File: src/rtl/rice_core_pipeline_controller.sv
// rice_core_pipeline_controller
//
// Central stall/flush sequencer for the rice core pipeline. Prioritises
// trap > branch > memory wait > load-use requests from EX/ID and drives the
// pipeline-wide stall, flush and EX bubble controls.
//
// state    | meaning
// ---------+-----------------------------------------------------------
// RUN      | normal issue; requests evaluated combinationally
// MEM_WAIT | data-bus access outstanding; stall IF/ID until ack
// FLUSH    | extra flush cycles after a redirect (FLUSH_CYCLES > 1)
//
// Parameters:
//   XLEN          datapath / PC width
//   FLUSH_CYCLES  o_flush cycles per redirect, 1..4
//
// Ports:
//   i_clk, i_rst_n            clock, async active-low reset
//   i_ex_valid                EX holds a valid instruction
//   i_ex_trap, i_trap_vector  EX exception and handler base
//   i_ex_branch_taken/target  EX taken branch and its target
//   i_ex_mem_req, i_mem_ack   EX load/store and bus completion
//   i_id_load_use             ID depends on the EX load result
//   o_stall, o_bubble         freeze IF/ID, insert NOP into EX
//   o_flush, o_flush_pc       invalidate IF/ID, fetch restart address
//   o_busy                    FSM not in RUN
//   o_stall_count/o_flush_count  saturating cycle counters, present only
//                                when RICE_CORE_PIPELINE_CTRL_PERF_EN is defined
module rice_core_pipeline_controller #(
  parameter int XLEN         = 32,
  parameter int FLUSH_CYCLES = 1
) (
  input  logic            i_clk,
  input  logic            i_rst_n,
  input  logic            i_ex_valid,
  input  logic            i_ex_trap,
  input  logic [XLEN-1:0] i_trap_vector,
  input  logic            i_ex_branch_taken,
  input  logic [XLEN-1:0] i_ex_branch_target,
  input  logic            i_ex_mem_req,
  input  logic            i_mem_ack,
  input  logic            i_id_load_use,
`ifdef RICE_CORE_PIPELINE_CTRL_PERF_EN
  output logic [31:0]     o_stall_count,
  output logic [31:0]     o_flush_count,
`endif
  output logic            o_stall,
  output logic            o_bubble,
  output logic            o_flush,
  output logic [XLEN-1:0] o_flush_pc,
  output logic            o_busy
);

  typedef enum logic [1:0] {
    S_RUN      = 2'd0,
    S_MEM_WAIT = 2'd1,
    S_FLUSH    = 2'd2
  } state_t;

  // The redirect cycle itself is the first flush cycle, so the counter only
  // covers the remaining FLUSH_CYCLES-1 cycles spent in FLUSH.
  localparam int              CNT_LOAD_I  = (FLUSH_CYCLES > 1) ? FLUSH_CYCLES - 2 : 0;
  localparam logic [1:0]      CNT_LOAD    = 2'(CNT_LOAD_I);
  localparam state_t          REDIR_STATE = (FLUSH_CYCLES > 1) ? S_FLUSH : S_RUN;
  localparam logic [XLEN-1:0] TRAP_MASK   = ~XLEN'(3);
  localparam logic [XLEN-1:0] BR_MASK     = ~XLEN'(1);

  state_t          r_state, w_next;
  logic [1:0]      r_cnt, w_cnt_next;
  logic [XLEN-1:0] r_flush_pc, w_redir_pc;
  logic            w_redirect, w_stall, w_bubble, w_flush;
  logic            w_trap, w_branch;

  assign w_trap   = i_ex_valid & i_ex_trap;
  assign w_branch = i_ex_valid & i_ex_branch_taken;

  always_ff @(posedge i_clk or negedge i_rst_n) begin
    if (!i_rst_n) begin
      r_state    <= S_RUN;
      r_cnt      <= 2'd0;
      r_flush_pc <= '0;
    end else begin
      r_state <= w_next;
      r_cnt   <= w_cnt_next;
      if (w_redirect) r_flush_pc <= w_redir_pc;
    end
  end

  always_comb begin
    w_next     = r_state;
    w_cnt_next = r_cnt;
    w_stall    = 1'b0;
    w_bubble   = 1'b0;
    w_flush    = 1'b0;
    w_redirect = 1'b0;
    w_redir_pc = r_flush_pc;
    case (r_state)
      S_RUN: begin
        if (w_trap) begin
          w_redirect = 1'b1;
          w_redir_pc = i_trap_vector & TRAP_MASK;
        end else if (w_branch) begin
          w_redirect = 1'b1;
          w_redir_pc = i_ex_branch_target & BR_MASK;
        end else if (i_ex_valid && i_ex_mem_req && !i_mem_ack) begin
          w_stall = 1'b1;
          w_next  = S_MEM_WAIT;
        end else if (i_id_load_use) begin
          w_stall  = 1'b1;
          w_bubble = 1'b1;
        end
      end
      S_MEM_WAIT: begin
        // A bus fault arrives as a trap on the waiting instruction.
        if (w_trap) begin
          w_redirect = 1'b1;
          w_redir_pc = i_trap_vector & TRAP_MASK;
        end else if (i_mem_ack) begin
          w_next = S_RUN;
        end else begin
          w_stall = 1'b1;
        end
      end
      S_FLUSH: begin
        w_flush = 1'b1;
        if (r_cnt == 2'd0) w_next = S_RUN;
        else               w_cnt_next = r_cnt - 2'd1;
      end
      default: w_next = S_RUN;
    endcase
    if (w_redirect) begin
      w_flush    = 1'b1;
      w_next     = REDIR_STATE;
      w_cnt_next = CNT_LOAD;
    end
  end

  // Combinational outputs are qualified by reset so an asynchronous reset
  // silences them even while request inputs are still asserted.
  assign o_flush    = w_flush & i_rst_n;
  assign o_stall    = w_stall & ~w_flush & i_rst_n;
  assign o_bubble   = w_bubble & ~w_flush & i_rst_n;
  assign o_flush_pc = (w_redirect && i_rst_n) ? w_redir_pc : r_flush_pc;
  assign o_busy     = (r_state != S_RUN);

`ifdef RICE_CORE_PIPELINE_CTRL_PERF_EN
  always_ff @(posedge i_clk or negedge i_rst_n) begin
    if (!i_rst_n) begin
      o_stall_count <= 32'd0;
      o_flush_count <= 32'd0;
    end else begin
      if (o_stall && (o_stall_count != 32'hFFFF_FFFF)) o_stall_count <= o_stall_count + 32'd1;
      if (o_flush && (o_flush_count != 32'hFFFF_FFFF)) o_flush_count <= o_flush_count + 32'd1;
    end
  end
`endif

endmodule
File: config.mk
export PLATFORM = sky130hd
export DESIGN_NAME = rice_core_pipeline_controller
export DESIGN_NICKNAME = d
export VERILOG_FILES = /design/src/rtl/rice_core_pipeline_controller.sv
export SDC_FILE = /design/constraint.sdc
export NUM_CORES = 1
export LEC_CHECK = 0
export ABC_AREA = 0
export BUFFER_PORTS_ARGS = -buffer_cell sky130_fd_sc_hd__buf_2
export CORE_ASPECT_RATIO = 0.6
export CORE_MARGIN = 4
export CORE_UTILIZATION = 41
export CTS_BUF_LIST = sky130_fd_sc_hd__clkbuf_2 sky130_fd_sc_hd__clkbuf_4 sky130_fd_sc_hd__clkbuf_8
export CTS_CLUSTER_DIAMETER = 40
export DETAILED_ROUTE_END_ITERATION = 10
export HOLD_SLACK_MARGIN = 0.08
export PLACE_DENSITY = 0.71
export SYNTH_ARGS = -nofsm -noshare
export SYNTH_HDL_FRONTEND = slang
export SYNTH_SLANG_ARGS = --single-unit
File: constraint.sdc
create_clock -name i_clk -period 2.3 [get_ports i_clk]
set_clock_uncertainty 0.2 [all_clocks]
set_input_delay 0.345 -clock i_clk [delete_from_list [all_inputs] [get_ports i_clk]]
set_output_delay 0.345 -clock i_clk [all_outputs]
set_load 0.03 [all_outputs]
==> key figures, run 1 <==
Run status
  – Status: finished clean

Place
  – DP HPWL: between 5 and 6 mm
  – PortBufs: ~100
  – Placed Cells: 445
  – Dpl cell area: around 0.0028 mm^2
  – GPL Wtd Cong: between 0.8 and 0.9
  – Dpl ws: between 0.2 and 0.3 ns

Yosys
  – Share of synthesized flip-flops with an asynchronous set or reset: 100%
  – Sequential area share after synthesis: 36.9%
  – Largest area contributor in the netlist: dfrtp_1
  – Most common cell in the synthesized netlist: o22ai_1
  – Ys flop type: dfrtp_1
  – Post-Syn Nets: 360
  – Post-synthesis mux area share: 0%
  – Number of library cell types mapped by synthesis: 26
  – Main area contributors after synthesis: dfrtp_1 (37%), o22ai_1 (25%), a21oi_1 (9.8%), nand2_1 (5.9%), a31oi_1 (4.5%)
  – Adder-cell area share of the yosys netlist: 0%
  – Syn. warnings: 0
  – FF+latch count, synth: 33
  – Post-synth EDFFs: 0
  – Xor/xnor cell area share of the yosys netlist: 0%
  – Mapped cell area: around 0.0022 mm^2
  – Main combinational cell family by area after synthesis: compound AO/OA/AOI/OAI gates
  – Post-synth top cells: o22ai_1 (90), a21oi_1 (44), nand2_1 (35)
  – Mean post-synth cell area: a little under 8 um^2
  – Post-synth top area share: about 37%
  – Cell count after synthesis: 288
  – Simple-Gate Fraction of Synth Area: roughly an eighth
  – Post-synthesis compound-gate area fraction: 42.2%

Pwr
  – Net Sw Power: roughly 0.77 mW
  – Sw Share: approximately two fifths
  – Worst vdd ir: about 0.23 mV
  – Gate power share: 40.6%
  – Seq pwr share: between 30% and 40%
  – Power per Cell Area: roughly 660 mW/mm^2
  – PnR Total Power: approximately 2 mW
  – Pint: about 1.2 mW
  – Lkg Pwr: roughly 1.4 nW
  – Clock power frac: a little over a fifth

Die
  – IO Pins: about 110
  – Area of the core: approximately 0.0052 mm^2
  – Die width: 103 um
  – # rows: 20
  – Die Footprint: 0.00674 mm^2
  – Initial Utilization: between 40% and 50%
  – Vert. Die Dim: 65.2 um

Finish
  – Area occupied by multi-input gates: 0.00122 mm^2
  – Finished Layout Cells: around 460
  – Area grow syn2layout: 32.0%
  – Register cell area after layout: 827 um^2
  – Final nets: approximately 460
  – Share of cells above drive strength 1: between 30% and 40%
  – Antenna Cells: 0
  – Design Area, Final: 0.00295 mm^2
  – Fill cells: between 400 and 500

Global routing
  – First-pass GRT wire length: ~12 mm
  – Gr usage total: between 20 and 25%
  – Initial antenna violation count: 0
  – Grt ovf: 0
  – Vias in the first global route: about 2,500
  – Largest net degree at the start of global routing: 34

Clock tree
  – Num CTS Buffers: 5
  – Clock latency on the worst-skew pair: 0.28 ns
  – Clock sink total: 33
  – CTS Root Cell: clkbuf_8
  – Longest Clk Path Bufs: 2
  – CTS H-tree lvls: 2
  – CTS tree: built
  – Clock Pin Slew Worst Setup and Hold Paths: approximately 0.07 ns

Detailed routing
  – TritonRoute pass-1 iters: 4
  – WL final: roughly 7.6 mm
  – WL/cell: 16.7 um
  – Post-route ant nets: 0
  – Iteration-0 DRC Markers: ~160
  – DRC: 0
  – Drt via density: between 6 and 7
  – Via count: roughly 2,700

Timing
  – Setup tns final: 0 ns
  – Worst slew margin: between 40 and 50%
  – Final max-slew violation count: 0
  – Final hold violations: 0
  – Worst Max-Slew Pin Slew: approximately 0.86 ns
  – Fmax: approximately 0.45 GHz
  – RSZ-0062 raised after global routing: no
  – Tcrit/Tclk final: ~97%
  – Post-layout min period: between 2 and 2.5 ns
  – Setup-failing EPs final: 0
  – Final WS setup: just under 0.08 ns

Worst setup path
  – Crit path kind: flip-flop to primary output
  – Critical Path End Type: primary output
  – CP max FO: 18
  – CP Launch Type: flip-flop
  – Required time worst endpoint: about 1.8 ns
  – Arr. time, crit path: approximately 1.7 ns

Hold path
  – Worst min-delay path class: primary input to flip-flop

Run
  – Maxcap violations: 0
[cells by family after synthesis]
| group | count (synthesis) |
|---|---|
| and+or+nand+nor | 63 |
| buffers and inverters | 34 |
| DFF | 33 |
| AOI/OAI and AO/OA | 158 |
[final timing paths]
path / startpoint / slack, ns / endpoint / cells past startpoint
max: r_state[0]$_DFFE_PN0P_ / 0.08 / o_flush_pc[1] / 5
min in group asynchronous: i_rst_n / 0.60 / r_flush_pc[9]$_DFFE_PN0P_ / 3
min reg2reg: r_flush_pc[0]$_DFFE_PN0P_ / 0.31 / r_flush_pc[0]$_DFFE_PN0P_ / 1
min: i_ex_branch_target[27] / 0.12 / r_flush_pc[27]$_DFFE_PN0P_ / 3
max reg2reg: r_state[0]$_DFFE_PN0P_ / 0.86 / r_flush_pc[15]$_DFFE_PN0P_ / 4
max in group asynchronous: i_rst_n / 0.57 / r_state[0]$_DFFE_PN0P_ / 3
[layer usage]
layer	track usage, %	share of wire, %
met2	33.4	44
met4	5.49	0.46
met5	0	0
met1	32.4	46
met3	6.36	9.9
[layout by cell type (no fill, tap or decap), types with 5 or more instances in the layout]
master / count
buf_4: 17
buf_2: 103
a21oi_1: 44
nor2_1: 17
nand2_1: 35
clkbuf_8: 5
o22ai_1: 90
dfrtp_1: 32
a31oi_1: 16
[through the flow]
step / utilization [%] / hold slack [ns]
2_1_floorplan: - / -0.151
3_3_place_gp: 54.5 / 0.175
3_5_place_dp: 54.5 / 0.188
4_1_cts: 56.6 / 0.113
5_1_grt: 57.0 / 0.116
6_report: 57.0 / 0.118
[state kept, by name, indices dropped and copies added, names as in the netlist]
signal      cells
r_flush_pc     32
r_state         1
[timing repair]
item,CTS,global route
setup endpoints to repair,1,10
pin swaps,0,1
buffers inserted,0,2
hold endpoints to repair,33,0
hold buffers,2,0
resized for setup,2,2
[worst max-delay path, cell delays in order (launching register included)]
cell       delay (ns)
dfrtp_2          0.46
nand4b_1         0.23
buf_6            0.20
a2bb2oi_1        0.14
o22ai_1          0.17
buf_4            0.20
[power by group through the flow]
stage / clock network [mW] / registers (mW) / logic [mW]
after global placement: 0 / 0.739 / 0.768
after detailed placement: 0 / 0.741 / 0.783
final: 0.425 / 0.736 / 0.792
after CTS: 0.431 / 0.733 / 0.787
after floorplan: 0 / 0.726 / 0.539
after global routing: 0.463 / 0.748 / 0.859
[final cells by class]
cell class	count	share of cell area (%)
Tap cell	66	2.80
Clock buffer	6	2.58
Timing Repair Buffer	126	24.6
Multi-Input combinational cell	221	41.3
Inverter	3	0.381
Clock inverter	2	0.339
Sequential cell	33	28.0
No activity file was read; power rests on OpenSTA's default activity.
==> run 2, diff against run 1 <==
--- a/config.mk
+++ b/config.mk
@@ -6,15 +6,15 @@
 export NUM_CORES = 1
 export LEC_CHECK = 0
 export ABC_AREA = 0
-export BUFFER_PORTS_ARGS = -buffer_cell sky130_fd_sc_hd__buf_2
 export CORE_ASPECT_RATIO = 0.6
 export CORE_MARGIN = 4
 export CORE_UTILIZATION = 41
 export CTS_BUF_LIST = sky130_fd_sc_hd__clkbuf_2 sky130_fd_sc_hd__clkbuf_4 sky130_fd_sc_hd__clkbuf_8
 export CTS_CLUSTER_DIAMETER = 40
 export DETAILED_ROUTE_END_ITERATION = 10
+export DONT_BUFFER_PORTS = 1
 export HOLD_SLACK_MARGIN = 0.08
-export PLACE_DENSITY = 0.71
+export PLACE_DENSITY = 0.54
 export SYNTH_ARGS = -nofsm -noshare
 export SYNTH_HDL_FRONTEND = slang
 export SYNTH_SLANG_ARGS = --single-unit
==> run 2 against run 1 <==
Register-to-register slack lost 0.73 ns. Core utilization is 4.4 points higher. Via count fell by 0.47%. Power grew 4.6%. First-iteration DRC count increased by 24%. Sequential power hardly changed. Sequential share of layout area fell by 2.0 points. Global-route usage grew 2.2 points. Flip-flop and latch count did not move. Wire length increased by 8.0%. Cell count shrank 4.6%.
==> key figures, run 2 (synthesis results as in run 1) <==
Timing
  – Fmax: 0.450 GHz (about the same)
  – Setup tns final: 0 ns (unchanged)
  – Worst Max-Slew Pin Slew: 0.549 ns (-0.311 ns)
  – Setup-failing EPs final: 0 (unchanged)
  – RSZ-0062 raised after global routing: no
  – Worst slew margin: 63.3% (+21 points)
  – Final hold violations: 0 (unchanged)
  – Final max-slew violation count: 0 (unchanged)
  – Tcrit/Tclk final: 96.6% (about the same)
  – Post-layout min period: 2.22 ns (+0.000481 ns)

Detailed routing
  – Post-route ant nets: 0 (unchanged)
  – DRC: 0 (unchanged)
  – WL/cell: 18.9 um (+13%)
  – WL final: 8.25 mm (+8.0%)
  – TritonRoute pass-1 iters: 5 (+1)
  – Via count: 2,735 (-0.47%)
  – Drt via density: 6.27 (+4.3%)
  – Iteration-0 DRC Markers: 200 (+24%)

Global routing
  – GRT Max-Usage Layer: met2
  – GR Util met1: 34.9% (+2.5 points)
  – Largest net degree at the start of global routing: 36 (+5.9%)
  – First-pass GRT wire length: 13.3 mm (+11%)
  – Gr usage total: 24.8% (+2.2 points)
  – Met3 GRT Util: 7.42% (+1.1 points)
  – Initial antenna violation count: 0 (unchanged)
  – Grt ovf: 0 (unchanged)
  – GRT met2 Usage: 38.9% (+5.5 points)
  – Vias in the first global route: 2,658 (+4.6%)

Worst setup path
  – Required time worst endpoint: 2.25 ns (+0.50 ns)
  – CP max FO: 2 (-16)
  – RR Endpoint: r_flush_pc[7]$_DFFE_PN0P_
  – Critical Path End Type: flip-flop
  – Worst setup path start: i_trap_vector[18]
  – Critical R2R Launch: r_state[0]$_DFFE_PN0P_
  – Worst reg2reg path depth: 6 (+2)
  – Crit path kind: primary input to flip-flop
  – CP Launch Type: primary input
  – Worst setup path end: r_flush_pc[18]$_DFFE_PN0P_
  – Arr. time, crit path: 2.17 ns (+0.49 ns)
  – R2R setup slack: 0.13 ns (-0.73 ns)

Die
  – Die width: 103 um (unchanged)
  – IO Pins: 108 (unchanged)
  – # rows: 20 (unchanged)
  – Initial Utilization: 43.2% (unchanged)
  – Area of the core: 0.00518 mm^2 (unchanged)
  – Vert. Die Dim: 65.2 um (unchanged)
  – Die Footprint: 0.00674 mm^2 (unchanged)

Clock tree
  – CTS H-tree lvls: 2 (unchanged)
  – CTS tree: built
  – CTS Root Cell: clkbuf_8
  – Longest Clk Path Bufs: 2 (unchanged)
  – Num CTS Buffers: 5 (unchanged)
  – Clock sink total: 33 (unchanged)
  – Number of setup buffers added after CTS: 0 (unchanged)
  – Clock latency on the worst-skew pair: 0.27 ns (about the same)
  – Hold_buf cts: 55 (+53)
  – CTS resizes: 0 (-2)
  – Clock Pin Slew Worst Setup and Hold Paths: 0.06 ns (about the same)

Place
  – Dpl cell area: 0.00253 mm^2 (-10%)
  – PortBufs: 0 (-100%)
  – Placed Cells: 373 (-16%)
  – DP HPWL: 5.13 mm (-4.0%)
  – GPL Wtd Cong: 0.741 (-13%)

Finish
  – Area occupied by multi-input gates: 0.00122 mm^2 (unchanged)
  – Antenna Cells: 0 (unchanged)
  – Finished Layout Cells: 436 (-4.6%)
  – Largest regs: r_flush_pc x32, r_state x1
  – Max reg flops: 32 (unchanged)
  – Share of cells above drive strength 1: 16.5% (-18 points)
  – Fill cells: 469 (-4.7%)
  – Commonest non-fill, non-tap cell in the layout: o22ai_1
  – Final Util: 61.4% (+4.4 points)
  – Design Area, Final: 0.00318 mm^2 (+7.7%)
  – Register name with the most flops: r_flush_pc
  – Leading cell types in the layout, fill and taps excluded: o22ai_1 (90), dlygate4sd3_1 (54), buf_4 (49), a21oi_1 (44), nand2_1 (35)
  – Register cell area after layout: 826 um^2 (-0.15%)
  – Final nets: 441 (-4.5%)
  – Area grow syn2layout: 42.2%

Hold path
  – Worst Hold Path Cells: 2 (-1)
  – Worst min-delay path class: primary input to flip-flop

Pwr
  – Lkg Pwr: 1.31 nW (-3.3%)
  – Worst vdd ir: 0.256 mV (+9.2%)
  – Power per Cell Area: 643 mW/mm^2 (-2.8%)

Run
  – Maxcap violations: 0 (unchanged)

Run status
  – Status: finished clean
[run 2: worst max-delay path, cell delays in order]
cell,delay (ns)
dlygate4sd3_1,0.54
o22ai_1,0.13
dlygate4sd3_1,0.57
a21oi_1,0.04
dlygate4sd3_1,0.55
[run 2: layout make-up]
| cell class | count | share of cell area [%] |
|---|---|---|
| clock buffers | 8 | 2.87 |
| inverters | 3 | 0.354 |
| multi-input cells | 221 | 38.4 |
| flip-flops and latches | 33 | 26.0 |
| well taps | 66 | 2.60 |
| repair buffers | 105 | 29.8 |
[run 2: worst min path at each step]
stage | end | slack, ns | from
final | r_flush_pc[12]$_DFFE_PN0P_ | 0.09 | i_trap_vector[12]
after global routing | r_flush_pc[25]$_DFFE_PN0P_ | 0.09 | i_ex_branch_target[25]
after CTS | r_flush_pc[12]$_DFFE_PN0P_ | 0.08 | i_trap_vector[12]
after detailed placement | r_flush_pc[5]$_DFFE_PN0P_ | -0.15 | i_rst_n
after global placement | r_flush_pc[5]$_DFFE_PN0P_ | -0.15 | i_rst_n
after floorplan | r_flush_pc[0]$_DFFE_PN0P_ | -0.15 | i_rst_n
[run 2: per-layer routing]
layer | wire (um) | share of wire [%] | vias up
met5 | 0 | 0 | -
met1 | 3580 | 43 | 1299
met4 | 34 | 0.41 | 0
li1 | - | - | 1282
met3 | 903 | 11 | 6
met2 | 3730 | 45 | 148
[run 2: where the power goes]
| group | internal [mW] | switching [mW] |
|---|---|---|
| registers | 0.661 | 0.0766 |
| logic | 0.388 | 0.472 |
| clock network | 0.250 | 0.195 |
| total | 1.30 | 0.744 |
[run 2: stage by stage]
| step | hold WS (ns) | power, mW | setup WS, ns |
|---|---|---|---|
| 2_1_floorplan | -0.151 | 1.27 | 0.161 |
| 6_report | 0.0891 | 2.04 | 0.0787 |
| 3_3_place_gp | -0.150 | 1.47 | 0.416 |
| 4_1_cts | 0.0800 | 2.04 | 0.123 |
| 3_5_place_dp | -0.149 | 1.47 | 0.415 |
| 5_1_grt | 0.0924 | 2.16 | 0.0171 |
==> run 3, diff against run 2 <==
--- a/config.mk
+++ b/config.mk
@@ -5,7 +5,7 @@
 export SDC_FILE = /design/constraint.sdc
 export NUM_CORES = 1
 export LEC_CHECK = 0
-export ABC_AREA = 0
+export ABC_AREA = 1
 export CORE_ASPECT_RATIO = 0.6
 export CORE_MARGIN = 4
 export CORE_UTILIZATION = 41
==> run 3 against run 2 <==
Power is 6.2% lower. Cell count increased by 13%. Hold slack better by 0.0016 ns. Register-to-register slack better by 0.11 ns. Global-route usage down 5.2 points. Wire length decreased by 18%. Synthesized area grew 7.3%. Count of clock-buffer cells in the layout unchanged. Non-clock buffer count shrank 36. Critical path type is now flip-flop to primary output. Largest power group unchanged.
==> key figures, run 3 <==
Finish
  – Register name with the most flops: r_flush_pc
  – Area grow syn2layout: 27.6%
  – Leading cell types in the layout, fill and taps excluded: nand2_1 (133), nand3_1 (56), buf_4 (43), dfrtp_1 (33), inv_1 (28)
  – Design Area, Final: 0.00306 mm^2 (-3.7%)
  – Share of cells above drive strength 1: 19.9% (+3.4 points)
  – Largest regs: r_flush_pc x32, r_state x1
  – Max reg flops: 32 (unchanged)
  – Final Util: 54.5% (-6.9 points)
  – Commonest non-fill, non-tap cell in the layout: nand2_1
  – Final nets: 484 (+9.8%)

Pwr
  – Lkg Pwr: 1.60 nW (+22%)
  – Net Sw Power: 0.698 mW (-6.2%)
  – Power per Cell Area: 626 mW/mm^2 (-2.6%)
  – Pint: 1.22 mW (-6.3%)
  – Worst vdd ir: 0.306 mV (+19%)
  – PnR Total Power: 1.92 mW (-6.2%)
  – Clock power frac: 23.4% (+1.6 points)
  – Sw Share: 36.4% (about the same)
  – Gate power share: 40.2% (-1.9 points)
  – Seq pwr share: 36.4% (+0.3 points)

Timing
  – Worst slew margin: 82.4% (+19 points)
  – Setup tns final: 0 ns (unchanged)
  – Worst Max-Slew Pin Slew: 0.263 ns (-0.286 ns)
  – Setup-failing EPs final: 0 (unchanged)
  – Post-layout min period: 2.15 ns (-0.0691 ns)
  – Final max-slew violation count: 0 (unchanged)
  – Tcrit/Tclk final: 93.6% (-3.0 points)
  – Fmax: 0.465 GHz (+3.2%)
  – Final hold violations: 0 (unchanged)
  – RSZ-0062 raised after global routing: no

Clock tree
  – CTS H-tree lvls: 2 (unchanged)
  – Longest Clk Path Bufs: 2 (unchanged)
  – CTS Root Cell: clkbuf_8
  – Clock latency on the worst-skew pair: 0.28 ns (about the same)
  – Clock Pin Slew Worst Setup and Hold Paths: 0.07 ns (about the same)
  – Num CTS Buffers: 5 (unchanged)
  – Clock sink total: 33 (unchanged)
  – CTS tree: built

Worst setup path
  – CP delay by family, top: buffers and inverters
  – Worst reg2reg path depth: 9 (+3)
  – Critical R2R Launch: r_state[0]$_DFFE_PN0P_
  – WP buf/inv: 3 (unchanged)
  – CP max FO: 23 (+21)
  – CP Launch Type: flip-flop
  – Crit path kind: flip-flop to primary output
  – RR Endpoint: r_flush_pc[14]$_DFFE_PN0P_
  – Required time worst endpoint: 1.75 ns (-0.50 ns)
  – CP Cell Sequence: inv_2 -> nand3_4 -> a21oi_4 -> buf_6 -> nand3_1 -> nand2_1 -> buf_4
  – Arr. time, crit path: 1.61 ns (-0.56 ns)
  – R2R setup slack: 0.24 ns (+0.11 ns)
  – Max stage delay cell, worst path: dfrtp_1
  – Worst path max stage delay: 0.39 ns (-0.18 ns)
  – Critical Path End Type: primary output

Global routing
  – First-pass GRT wire length: 11.1 mm (-16%)
  – Gr usage total: 19.6% (-5.2 points)
  – Largest net degree at the start of global routing: 34 (-5.6%)
  – Vias in the first global route: 2,337 (-12%)
  – Grt ovf: 0 (unchanged)
  – Initial antenna violation count: 1 (+1)

Yosys
  – Share of synthesized flip-flops with an asynchronous set or reset: 100% (unchanged)
  – Mean post-synth cell area: 6.74 um^2 (-13%)
  – Post-synth EDFFs: 0 (unchanged)
  – Syn. warnings: 0 (unchanged)
  – FF+latch count, synth: 33 (unchanged)
  – Post-Syn Nets: 428 (+19%)
  – Cell count after synthesis: 356 (+24%)
  – Sequential area share after synthesis: 34.4% (-2.5 points)
  – Main area contributors after synthesis: dfrtp_1 (34%), nand2_1 (21%), nand3_1 (12%), or2_2 (4.4%), inv_1 (4.4%)
  – Post-synth top area share: 34.4% (-2.5 points)
  – Mapped cell area: 0.00240 mm^2 (+7.3%)
  – Number of library cell types mapped by synthesis: 25 (-3.8%)
  – Ys flop type: dfrtp_1
  – Largest area contributor in the netlist: dfrtp_1
  – Most common cell in the synthesized netlist: nand2_1
  – Post-synth top cells: nand2_1 (133), nand3_1 (56), dfrtp_1 (33)

Detailed routing
  – Iteration-0 DRC Markers: 108 (-46%)
  – Drt via density: 4.91 (-22%)
  – Via count: 2,426 (-11%)
  – DRC: 0 (unchanged)
  – TritonRoute pass-1 iters: 5 (unchanged)
  – WL final: 6.79 mm (-18%)
  – WL/cell: 13.7 um (-27%)
  – Post-route ant nets: 0 (unchanged)

Place
  – Dpl cell area: 0.00270 mm^2 (+6.6%)
  – GPL Wtd Cong: 0.743 (+0.28%)
  – DP HPWL: 4.65 mm (-9.3%)
  – PortBufs: 0 (unchanged)

Hold path
  – Worst Hold Path Cells: 3 (+1)
  – Worst Hold Path EP: r_flush_pc[19]$_DFFE_PN0P_
  – Worst min-delay path class: primary input to flip-flop
  – Hold Path Origin: i_trap_vector[19]

Die
  – Area of the core: 0.00562 mm^2 (+8.6%)
  – Die width: 107 um (+3.3%)
  – IO Pins: 108 (unchanged)
  – Vert. Die Dim: 67.3 um (+3.1%)
  – Initial Utilization: 42.7% (-0.51 points)
  – Die Footprint: 0.00718 mm^2 (+6.5%)
  – # rows: 21 (+5.0%)

Run status
  – Status: finished clean

Run
  – Maxcap violations: 0 (unchanged)
run 3: cell count changes in the layout (fill, tap and decap cells not counted), sizes merged, moves of 4 or more:
cell | before | now
a21oi | 44 | 1
a31oi | 16 | 0
and2 | 1 | 14
buf | 51 | 47
dlygate4sd3 | 54 | 22
inv | 3 | 29
nand2 | 35 | 136
nand3 | 2 | 57
nand4 | 0 | 14
o22ai | 90 | 0
or2 | 0 | 30
run 3: cell families after synthesis:
family,synth area share (%)
and+or+nand+nor,52.8
DFF,34.4
AOI/OAI and AO/OA,1.20
buffers and inverters,11.6
run 3: final cells by class:
| type | instances | area, um^2 |
|---|---|---|
| Fill cell | 581 | 2560 |
| Tap cell | 80 | 100 |
| Sequential cell | 33 | 826 |
| Antenna cell | 1 | 2.50 |
| Inverter | 30 | 116 |
| Timing Repair Buffer | 69 | 614 |
| Multi-Input combinational cell | 273 | 1310 |
| Clock buffer | 8 | 91.3 |
run 3: how the worst max path moves through the flow:
stage | from | endpoint | slack (ns) | depth (start not counted)
floorplan | r_state[0]$_DFFE_PN0P_ | o_stall | 0.15 | 6
global placement | r_state[0]$_DFFE_PN0P_ | o_flush_pc[1] | 0.32 | 6
detailed placement | r_state[0]$_DFFE_PN0P_ | o_flush_pc[27] | 0.33 | 7
CTS | r_state[0]$_DFFE_PN0P_ | o_flush_pc[27] | 0.01 | 7
global route | r_state[0]$_DFFE_PN0P_ | o_flush_pc[24] | 0.02 | 7
finish | r_state[0]$_DFFE_PN0P_ | o_flush_pc[24] | 0.15 | 7
run 3: power by group through the flow:
stage | Combinational (mW) | Clock, mW | Sequential (mW)
after floorplan | 0.513 | 0 | 0.702
after global placement | 0.699 | 0 | 0.705
after detailed placement | 0.705 | 0 | 0.706
after CTS | 0.768 | 0.466 | 0.696
after global routing | 0.845 | 0.495 | 0.707
final | 0.770 | 0.449 | 0.697
run 3: layer usage:
metal | up-vias | share of wire [%] | GRT usage [%]
met5 | - | 0 | 0
met4 | 0 | 0.69 | 5.90
met3 | 7 | 8.7 | 5.73
met2 | 78 | 45 | 31.4
met1 | 1108 | 46 | 25.9
li1 | 1233 | - | -
run 3: worst register-to-register path, cell delays in order (launching register included):
cell and delay [ns]:
dfrtp_1 0.36, inv_2 0.06, nand3_4 0.10, buf_4 0.20
clkinvlp_4 0.22, nand2_1 0.11, nand3_1 0.06, nand2_1 0.06
dlygate4sd3_1 0.55, inv_1 0.05
run 3: timing repair:
item	in CTS	in global routing
endpoints found under the setup margin	0	35
resized for setup	0	3
hold buffers	23	0
buffers inserted	0	1
endpoints found under the hold margin	47	0
run 3: stage by stage:
| stage | setup WS (ns) | std cells | hold slack (ns) |
|---|---|---|---|
| after floorplan | 0.147 | 356 | -0.151 |
| after global placement | 0.323 | 461 | -0.149 |
| after detailed placement | 0.331 | 461 | -0.149 |
| after CTS | 0.0104 | 492 | 0.0817 |
| after global routing | 0.0163 | 494 | 0.0964 |
| final | 0.148 | 494 | 0.0907 |
